[src/rtl/spi_ram_arbiter_pkg.sv]
// Shared definitions for the SPI RAM arbiter.
//  - CMD_READ_DEFAULT : SPI RAM READ command byte sent for DMA bursts
//  - arb_state_t      : arbiter FSM state encoding (also visible on dbg_state)
//  - seg_t            : burst segment tracked inside the shift engine
//  - max_int          : helper for sizing counters
package spi_ram_arbiter_pkg;

    localparam logic [7:0] CMD_READ_DEFAULT = 8'h03;

    typedef enum logic [2:0] {
        ST_CPU       = 3'd0,
        ST_WAIT_IDLE = 3'd1,
        ST_GAP       = 3'd2,
        ST_CMD       = 3'd3,
        ST_ADDR      = 3'd4,
        ST_LAT       = 3'd5,
        ST_DATA      = 3'd6,
        ST_END       = 3'd7
    } arb_state_t;

    typedef enum logic [1:0] {
        SEG_CMD  = 2'd0,
        SEG_ADDR = 2'd1,
        SEG_LAT  = 2'd2,
        SEG_DATA = 2'd3
    } seg_t;

    function automatic int max_int(input int a, input int b);
        return (a > b) ? a : b;
    endfunction

endpackage

[src/rtl/spi_ram_arbiter_spi_shift_engine.sv]
// spi_shift_engine: serialises one SPI RAM READ burst, one bit per cycle.
//  Sequence after load: 8 command bits, ADDR_BITS address bits (both MSB
//  first on mosi), DATA_LATENCY turnaround bits (mosi=0, miso ignored), then
//  8*len data bits shifted in from miso MSB first.
// Ports:
//  cpu_clk, rstn      clock, synchronous active-low reset
//  load               1-cycle pulse: capture cmd/addr/len and start the burst
//  cmd, addr, len     burst description (len=0 means 2**LEN_BITS bytes)
//  miso               serial data from the RAM
//  mosi               serial data to the RAM for the current bit
//  seg_last           current cycle is the last bit of the current segment
//  finish             current cycle is the last data bit of the burst
//  byte_data          last received byte
//  byte_valid         1-cycle strobe, high in the cycle byte_data changes
// DATA_LATENCY must be at least 1.
module spi_shift_engine
    import spi_ram_arbiter_pkg::*;
#(
    parameter int ADDR_BITS    = 24,
    parameter int LEN_BITS     = 8,
    parameter int DATA_LATENCY = 2
) (
    input  logic                 cpu_clk,
    input  logic                 rstn,
    input  logic                 load,
    input  logic [7:0]           cmd,
    input  logic [ADDR_BITS-1:0] addr,
    input  logic [LEN_BITS-1:0]  len,
    input  logic                 miso,
    output logic                 mosi,
    output logic                 seg_last,
    output logic                 finish,
    output logic [7:0]           byte_data,
    output logic                 byte_valid
);

    // One counter serves every segment, so it must reach both the address
    // length and the full data length of 8 * 2**LEN_BITS bits.
    localparam int CW = max_int(LEN_BITS + 3,
                                max_int($clog2(ADDR_BITS) + 1, $clog2(DATA_LATENCY) + 1));
    localparam int SW = 8 + ADDR_BITS;

    logic                  active;
    seg_t                  seg;
    logic [CW-1:0]         cnt;
    logic [SW-1:0]         sh;
    logic [LEN_BITS+2:0]   data_last;
    logic [6:0]            rx;
    logic [LEN_BITS-1:0]   len_m1;

    // len - 1 wraps 0 to all ones, which gives the 2**LEN_BITS byte case for free.
    assign len_m1 = len - LEN_BITS'(1);

    always_comb begin
        seg_last = 1'b0;
        case (seg)
            SEG_CMD:  seg_last = (cnt == CW'(7));
            SEG_ADDR: seg_last = (cnt == CW'(ADDR_BITS - 1));
            SEG_LAT:  seg_last = (cnt == CW'(DATA_LATENCY - 1));
            SEG_DATA: seg_last = (cnt == CW'(data_last));
            default:  seg_last = 1'b0;
        endcase
        seg_last = seg_last & active;
    end

    assign finish = seg_last & (seg == SEG_DATA);
    assign mosi   = active & ((seg == SEG_CMD) | (seg == SEG_ADDR)) & sh[SW-1];

    always_ff @(posedge cpu_clk) begin
        if (!rstn) begin
            active     <= 1'b0;
            seg        <= SEG_CMD;
            cnt        <= '0;
            sh         <= '0;
            data_last  <= '0;
            rx         <= '0;
            byte_data  <= 8'h00;
            byte_valid <= 1'b0;
        end else begin
            byte_valid <= 1'b0;
            if (load) begin
                active    <= 1'b1;
                seg       <= SEG_CMD;
                cnt       <= '0;
                sh        <= {cmd, addr};
                data_last <= {len_m1, 3'b111};
            end else if (active) begin
                if (seg_last) begin
                    cnt <= '0;
                    if (seg == SEG_DATA) begin
                        active <= 1'b0;
                    end else begin
                        seg <= seg_t'(seg + 2'd1);
                    end
                end else begin
                    cnt <= cnt + CW'(1);
                end
                if ((seg == SEG_CMD) || (seg == SEG_ADDR)) begin
                    sh <= {sh[SW-2:0], 1'b0};
                end
                // The data counter starts at 0, so its low 3 bits mark byte ends.
                if (seg == SEG_DATA) begin
                    rx <= {rx[5:0], miso};
                    if (cnt[2:0] == 3'b111) begin
                        byte_data  <= {rx, miso};
                        byte_valid <= 1'b1;
                    end
                end
            end
        end
    end

endmodule

[src/rtl/spi_ram_arbiter.sv]
// spi_ram_arbiter: shares the SPI RAM port between the nanoV CPU and a
// block-read DMA requester. The CPU owns the bus by default and its signals
// pass straight through. A DMA request is granted only when the CPU has
// select high; the CPU is then held via cpu_hold while the arbiter runs its
// own 03h READ burst and streams bytes on dma_data/dma_data_valid.
// Ports:
//  cpu_clk, rstn                          clock, synchronous active-low reset
//  cpu_spi_select/mosi/clk_enable         CPU SPI outputs (select active low)
//  cpu_hold                               1 = CPU must not advance
//  spi_miso                               buffered MISO from the pad
//  spi_select_out/mosi_out/clk_enable_out to the pad registers / SCK gating
//  dma_req, dma_addr, dma_len             request pulse and its burst description
//  dma_busy                               request accepted, burst not yet done
//  dma_data, dma_data_valid               received byte and its 1-cycle strobe
//  dma_done                               1-cycle strobe after the burst, select high
//  dbg_state                              current arbiter state (arb_state_t)
// Request handshake: dma_req is a 1-cycle pulse with no ready; it is taken
// only when dma_busy=0 (dma_addr/dma_len sampled in that cycle) and ignored
// otherwise. Each accepted request yields exactly len bytes and one dma_done,
// unless rstn intervenes.
module spi_ram_arbiter
    import spi_ram_arbiter_pkg::*;
#(
    parameter int         ADDR_BITS    = 24,
    parameter int         LEN_BITS     = 8,
    parameter logic [7:0] CMD_READ     = CMD_READ_DEFAULT,
    parameter int         DATA_LATENCY = 2
) (
    input  logic                 cpu_clk,
    input  logic                 rstn,
    input  logic                 cpu_spi_select,
    input  logic                 cpu_spi_mosi,
    input  logic                 cpu_spi_clk_enable,
    output logic                 cpu_hold,
    input  logic                 spi_miso,
    output logic                 spi_select_out,
    output logic                 spi_mosi_out,
    output logic                 spi_clk_enable_out,
    input  logic                 dma_req,
    input  logic [ADDR_BITS-1:0] dma_addr,
    input  logic [LEN_BITS-1:0]  dma_len,
    output logic                 dma_busy,
    output logic [7:0]           dma_data,
    output logic                 dma_data_valid,
    output logic                 dma_done,
    output logic [2:0]           dbg_state
);

    arb_state_t           state;
    logic [ADDR_BITS-1:0] addr_q;
    logic [LEN_BITS-1:0]  len_q;
    logic                 eng_load;
    logic                 eng_mosi;
    logic                 eng_seg_last;
    logic                 eng_finish;
    logic                 cpu_owns;

    assign cpu_owns  = (state == ST_CPU) || (state == ST_WAIT_IDLE);
    assign eng_load  = (state == ST_GAP);
    assign dbg_state = state;

    // The combinational grant term keeps the CPU from opening a transaction
    // in the very cycle the bus is handed to the DMA path.
    assign cpu_hold = rstn & (~cpu_owns |
                              ((state == ST_CPU) & dma_req & cpu_spi_select & ~dma_busy));

    spi_shift_engine #(
        .ADDR_BITS    (ADDR_BITS),
        .LEN_BITS     (LEN_BITS),
        .DATA_LATENCY (DATA_LATENCY)
    ) u_engine (
        .cpu_clk    (cpu_clk),
        .rstn       (rstn),
        .load       (eng_load),
        .cmd        (CMD_READ),
        .addr       (addr_q),
        .len        (len_q),
        .miso       (spi_miso),
        .mosi       (eng_mosi),
        .seg_last   (eng_seg_last),
        .finish     (eng_finish),
        .byte_data  (dma_data),
        .byte_valid (dma_data_valid)
    );

    always_ff @(posedge cpu_clk) begin
        if (!rstn) begin
            state    <= ST_CPU;
            addr_q   <= '0;
            len_q    <= '0;
            dma_busy <= 1'b0;
            dma_done <= 1'b0;
        end else begin
            dma_done <= 1'b0;
            case (state)
                ST_CPU: begin
                    if (dma_req && !dma_busy) begin
                        addr_q   <= dma_addr;
                        len_q    <= dma_len;
                        dma_busy <= 1'b1;
                        state    <= cpu_spi_select ? ST_GAP : ST_WAIT_IDLE;
                    end
                end
                ST_WAIT_IDLE: begin
                    // Never cut into a CPU transaction: wait for select high.
                    if (cpu_spi_select) begin
                        state <= ST_GAP;
                    end
                end
                ST_GAP:  state <= ST_CMD;
                ST_CMD:  if (eng_seg_last) state <= ST_ADDR;
                ST_ADDR: if (eng_seg_last) state <= ST_LAT;
                ST_LAT:  if (eng_seg_last) state <= ST_DATA;
                ST_DATA: if (eng_finish)   state <= ST_END;
                ST_END: begin
                    dma_busy <= 1'b0;
                    dma_done <= 1'b1;
                    state    <= ST_CPU;
                end
                default: state <= ST_CPU;
            endcase
        end
    end

    // Output mux: CPU pass-through while it owns the bus, burst framing
    // otherwise. Select is forced high whenever reset is asserted.
    always_comb begin
        spi_select_out     = 1'b1;
        spi_mosi_out       = 1'b0;
        spi_clk_enable_out = 1'b0;
        case (state)
            ST_CPU, ST_WAIT_IDLE: begin
                spi_select_out     = cpu_spi_select;
                spi_mosi_out       = cpu_spi_mosi;
                spi_clk_enable_out = cpu_spi_clk_enable;
            end
            ST_GAP, ST_END: begin
                spi_select_out     = 1'b1;
                spi_clk_enable_out = 1'b0;
            end
            default: begin
                spi_select_out     = 1'b0;
                spi_clk_enable_out = 1'b1;
                spi_mosi_out       = eng_mosi;
            end
        endcase
        if (!rstn) begin
            spi_select_out = 1'b1;
        end
    end

endmodule

[config.mk]
export PLATFORM = sky130hd
export DESIGN_NAME = spi_ram_arbiter
export DESIGN_NICKNAME = d
export VERILOG_FILES = /design/src/rtl/spi_ram_arbiter_pkg.sv /design/src/rtl/spi_ram_arbiter_spi_shift_engine.sv /design/src/rtl/spi_ram_arbiter.sv
export SDC_FILE = /design/constraint.sdc
export NUM_CORES = 1
export LEC_CHECK = 0
export CAP_MARGIN = 20
export CORE_UTILIZATION = 60
export CTS_CLUSTER_DIAMETER = 30
export DETAILED_ROUTE_END_ITERATION = 12
export PLACE_DENSITY = 0.93
export SYNTH_ARGS = -nofsm -noshare
export SYNTH_HDL_FRONTEND = slang
export SYNTH_SLANG_ARGS = --single-unit
[constraint.sdc]
create_clock -name cpu_clk -period 5.05 [get_ports cpu_clk]
set_input_delay 1.01 -clock cpu_clk [delete_from_list [all_inputs] [get_ports cpu_clk]]
set_output_delay 1.01 -clock cpu_clk [all_outputs]
set_load 0.02 [all_outputs]
==> results.json <==
{
  "rsz0062_at_grt": "no",
  "remaining_drc_errors": 0,
  "nets": 678,
  "fillers": 554,
  "drt-total-wl_um": 11000,
  "cpMaxStageDelayCell": "clkdlybuf4s50_1",
  "post_drt_via_cell_ratio": 5.841,
  "dp_hpwl_um": 6979,
  "final_common_cell": "nand2_1",
  "hold_class": "register to register",
  "grt_start_max_net_pins": 85,
  "cp_slowest_stage_delay_ps": 620,
  "drt_iter0_drc": 343,
  "drive_above_1_share": 0.05660,
  "critical_path_peak_fanout": 5,
  "postLayoutCellArea_um2": 5558,
  "cts_tree": "done",
  "irDropWorstVdd_v": 0.0001786,
  "syn_inst": 599,
  "ios": 57,
  "maxCapViolCount": 0,
  "overflow": 0,
  "fmax_mhz": 272.9,
  "arrival_ps": 2650,
  "cts_sinks": 108,
  "drt-pass1-iter-count": 5,
  "holdWs_ps": 455.9,
  "cts_made_buffers": 9,
  "port_buffers": 56,
  "final_cell_mix": "nand2_1 (163), dfxtp_1 (108), a21oi_1 (63)",
  "avgSynthCellArea_um2": 7.981,
  "first_global_vias": 4002,
  "synth_fp_nets": 646,
  "area_growth_pct": 16.25,
  "fp.dieArea_um2": 8329,
  "clockBufferDepth": 2,
  "crit_top_cell": "clkdlybuf4s50_1",
  "power_density_nw_per_um2": 315.8,
  "fin_crit_ps": 3664,
  "rows": 32,
  "crit_path_end_kind": "output pin",
  "ys.flop_type": "dfxtp_1",
  "tns_ps": 0,
  "htreeDepth": 3,
  "antenna_left": 0,
  "max-slew-margin-rel": 0.4273,
  "final.period_utilization": 0.7256,
  "worst_pin_slew_ps": 859.1,
  "synth_area_um2": 4781,
  "placed_cells": 719,
  "fin_util": 0.7192,
  "die_h_um": 91.27,
  "synth_sequential_area_ratio": 0.4522,
  "routed-via-count": 4311,
  "setup_violations": 0,
  "core_area_um2": 7727,
  "cts-resized-gates": 0,
  "wl_per_cell_um": 14.90,
  "crit_required_ps": 4040,
  "p_leak_nw": 1.917,
  "synth_warnings": 0,
  "place.gp.congestion": 0.9057,
  "fp.dieW_um": 91.27,
  "grt_pass1_wl_um": 18150,
  "synth-edff-count": 0,
  "clock_latency_ps": 390,
  "cts_root_buffer": "clkbuf_8",
  "cts_setup_buffers": 0,
  "antenna_found_initial": 0,
  "hold_violations": 0,
  "finalClockSkew_ps": 14.65,
  "layoutNonFillerInstCount": 738,
  "cts_hold_buf": 0,
  "worst-setup-path-type": "primary input to output pin",
  "start_util": 0.6187,
  "clkTransAtPathRegs_ps": 100,
  "drv_slew": 0,
  "path_cells": "clkdlybuf4s50_1 > nand2b_1 > nor2_1 > nand2_1 > a21oi_1 > clkdlybuf4s50_1",
  "synth_cell_types": 49,
  "ys_ff_latch": 108,
  "async_flop_share": 0,
  "grtUsageTotal": 0.2731,
  "postPlaceCellArea_um2": 5290,
  "start_kind": "primary input",
  "n_antenna_cell": 0,
  "outcome": "finished, final reports clean"
}
cell usage after synthesis, drive strengths merged (6+ instances only):
master | count | area (um2)
ha | 8 | 100.1
inv | 9 | 33.78
clkbuf | 34 | 147.7
dfxtp | 108 | 2162
xor2 | 12 | 105.1
o21a | 6 | 45.04
nand2b | 6 | 37.54
o21ai | 13 | 65.06
a21oi | 63 | 315.3
buf | 7 | 58.80
a211oi | 8 | 60.06
xnor2 | 7 | 61.31
nor2 | 50 | 195.2
nand2 | 164 | 623.1
a31oi | 6 | 37.54
a311oi | 25 | 219.0
nand4 | 8 | 50.05
nand3 | 16 | 80.08
nor3 | 11 | 66.32
power breakdown:
part	switching, mW	total (mW)	internal (mW)
Clock	0.294	0.555	0.260
Combinational	0.143	0.253	0.110
Sequential	0.0433	0.947	0.904
Total	0.481	1.76	1.27
layer usage:
layer  up-vias  share of wire  track usage  wire (um)
li1       2114              -            -          -
met1      2051           0.44       0.3381       4860
met2       128           0.49       0.4621       5436
met3        18          0.045      0.05276        493
met4         0          0.019       0.1190        205
met5         -              0            0          0
logic make-up after synthesis:
logic type	count (synthesis)	share of synthesized area
AND/OR/NAND/NOR	279	0.2578
AO/OA/AOI/OAI	130	0.1730
flip-flops	108	0.4522
buffers and inverters	51	0.05287
XOR/XNOR	19	0.03481
adder cells (fa/ha/maj)	8	0.02094
multiplexers	4	0.008375
worst paths after layout:
| kind | from | endpoint | slack, ps | cells after the start |
|---|---|---|---|---|
| max reg2reg | u_engine.seg[1] | u_engine.active | 1960 | 7 |
| max | dma_req | cpu_hold | 1390 | 6 |
| min reg2reg | u_engine.sh[29] | u_engine.sh[30] | 460 | 2 |
| min | u_engine.sh[29] | u_engine.sh[30] | 460 | 2 |
final cells by class:
class	count	area, um2	area share
multi-input cells	440	2376	0.4275
well taps	102	127.6	0.02296
clock buffers	12	155.1	0.02792
flip-flops and latches	108	2162	0.3890
inverters	9	33.78	0.006078
repair buffers	63	646.9	0.1164
clock inverters	4	56.30	0.01013
worst max-delay path: cells and delay by family:
family	cells	cell delay, ps
buffers and inverters	2	1110
and+or+nand+nor	3	390
AOI/OAI and AO/OA	1	150
state kept, by name, summed over array words and instances, names as in the netlist:
name / flops
u_engine.seg: 2
u_engine.byte_valid: 1
u_engine.active: 1
u_engine.rx: 7
u_engine.cnt: 11
dma_done: 1
dbg_state: 3
u_engine.byte_data: 8
addr_q: 24
dma_busy: 1
len_q: 8
u_engine.sh: 32
u_engine.data_last: 9
through the flow:
stage,total power [mW],setup WS [ps]
floorplan,1.125,2238
global placement,1.191,1495
detailed placement,1.204,1393
CTS,1.746,1167
global route,1.834,1248
finish,1.755,1386
Power figures use the tool's default switching activity.
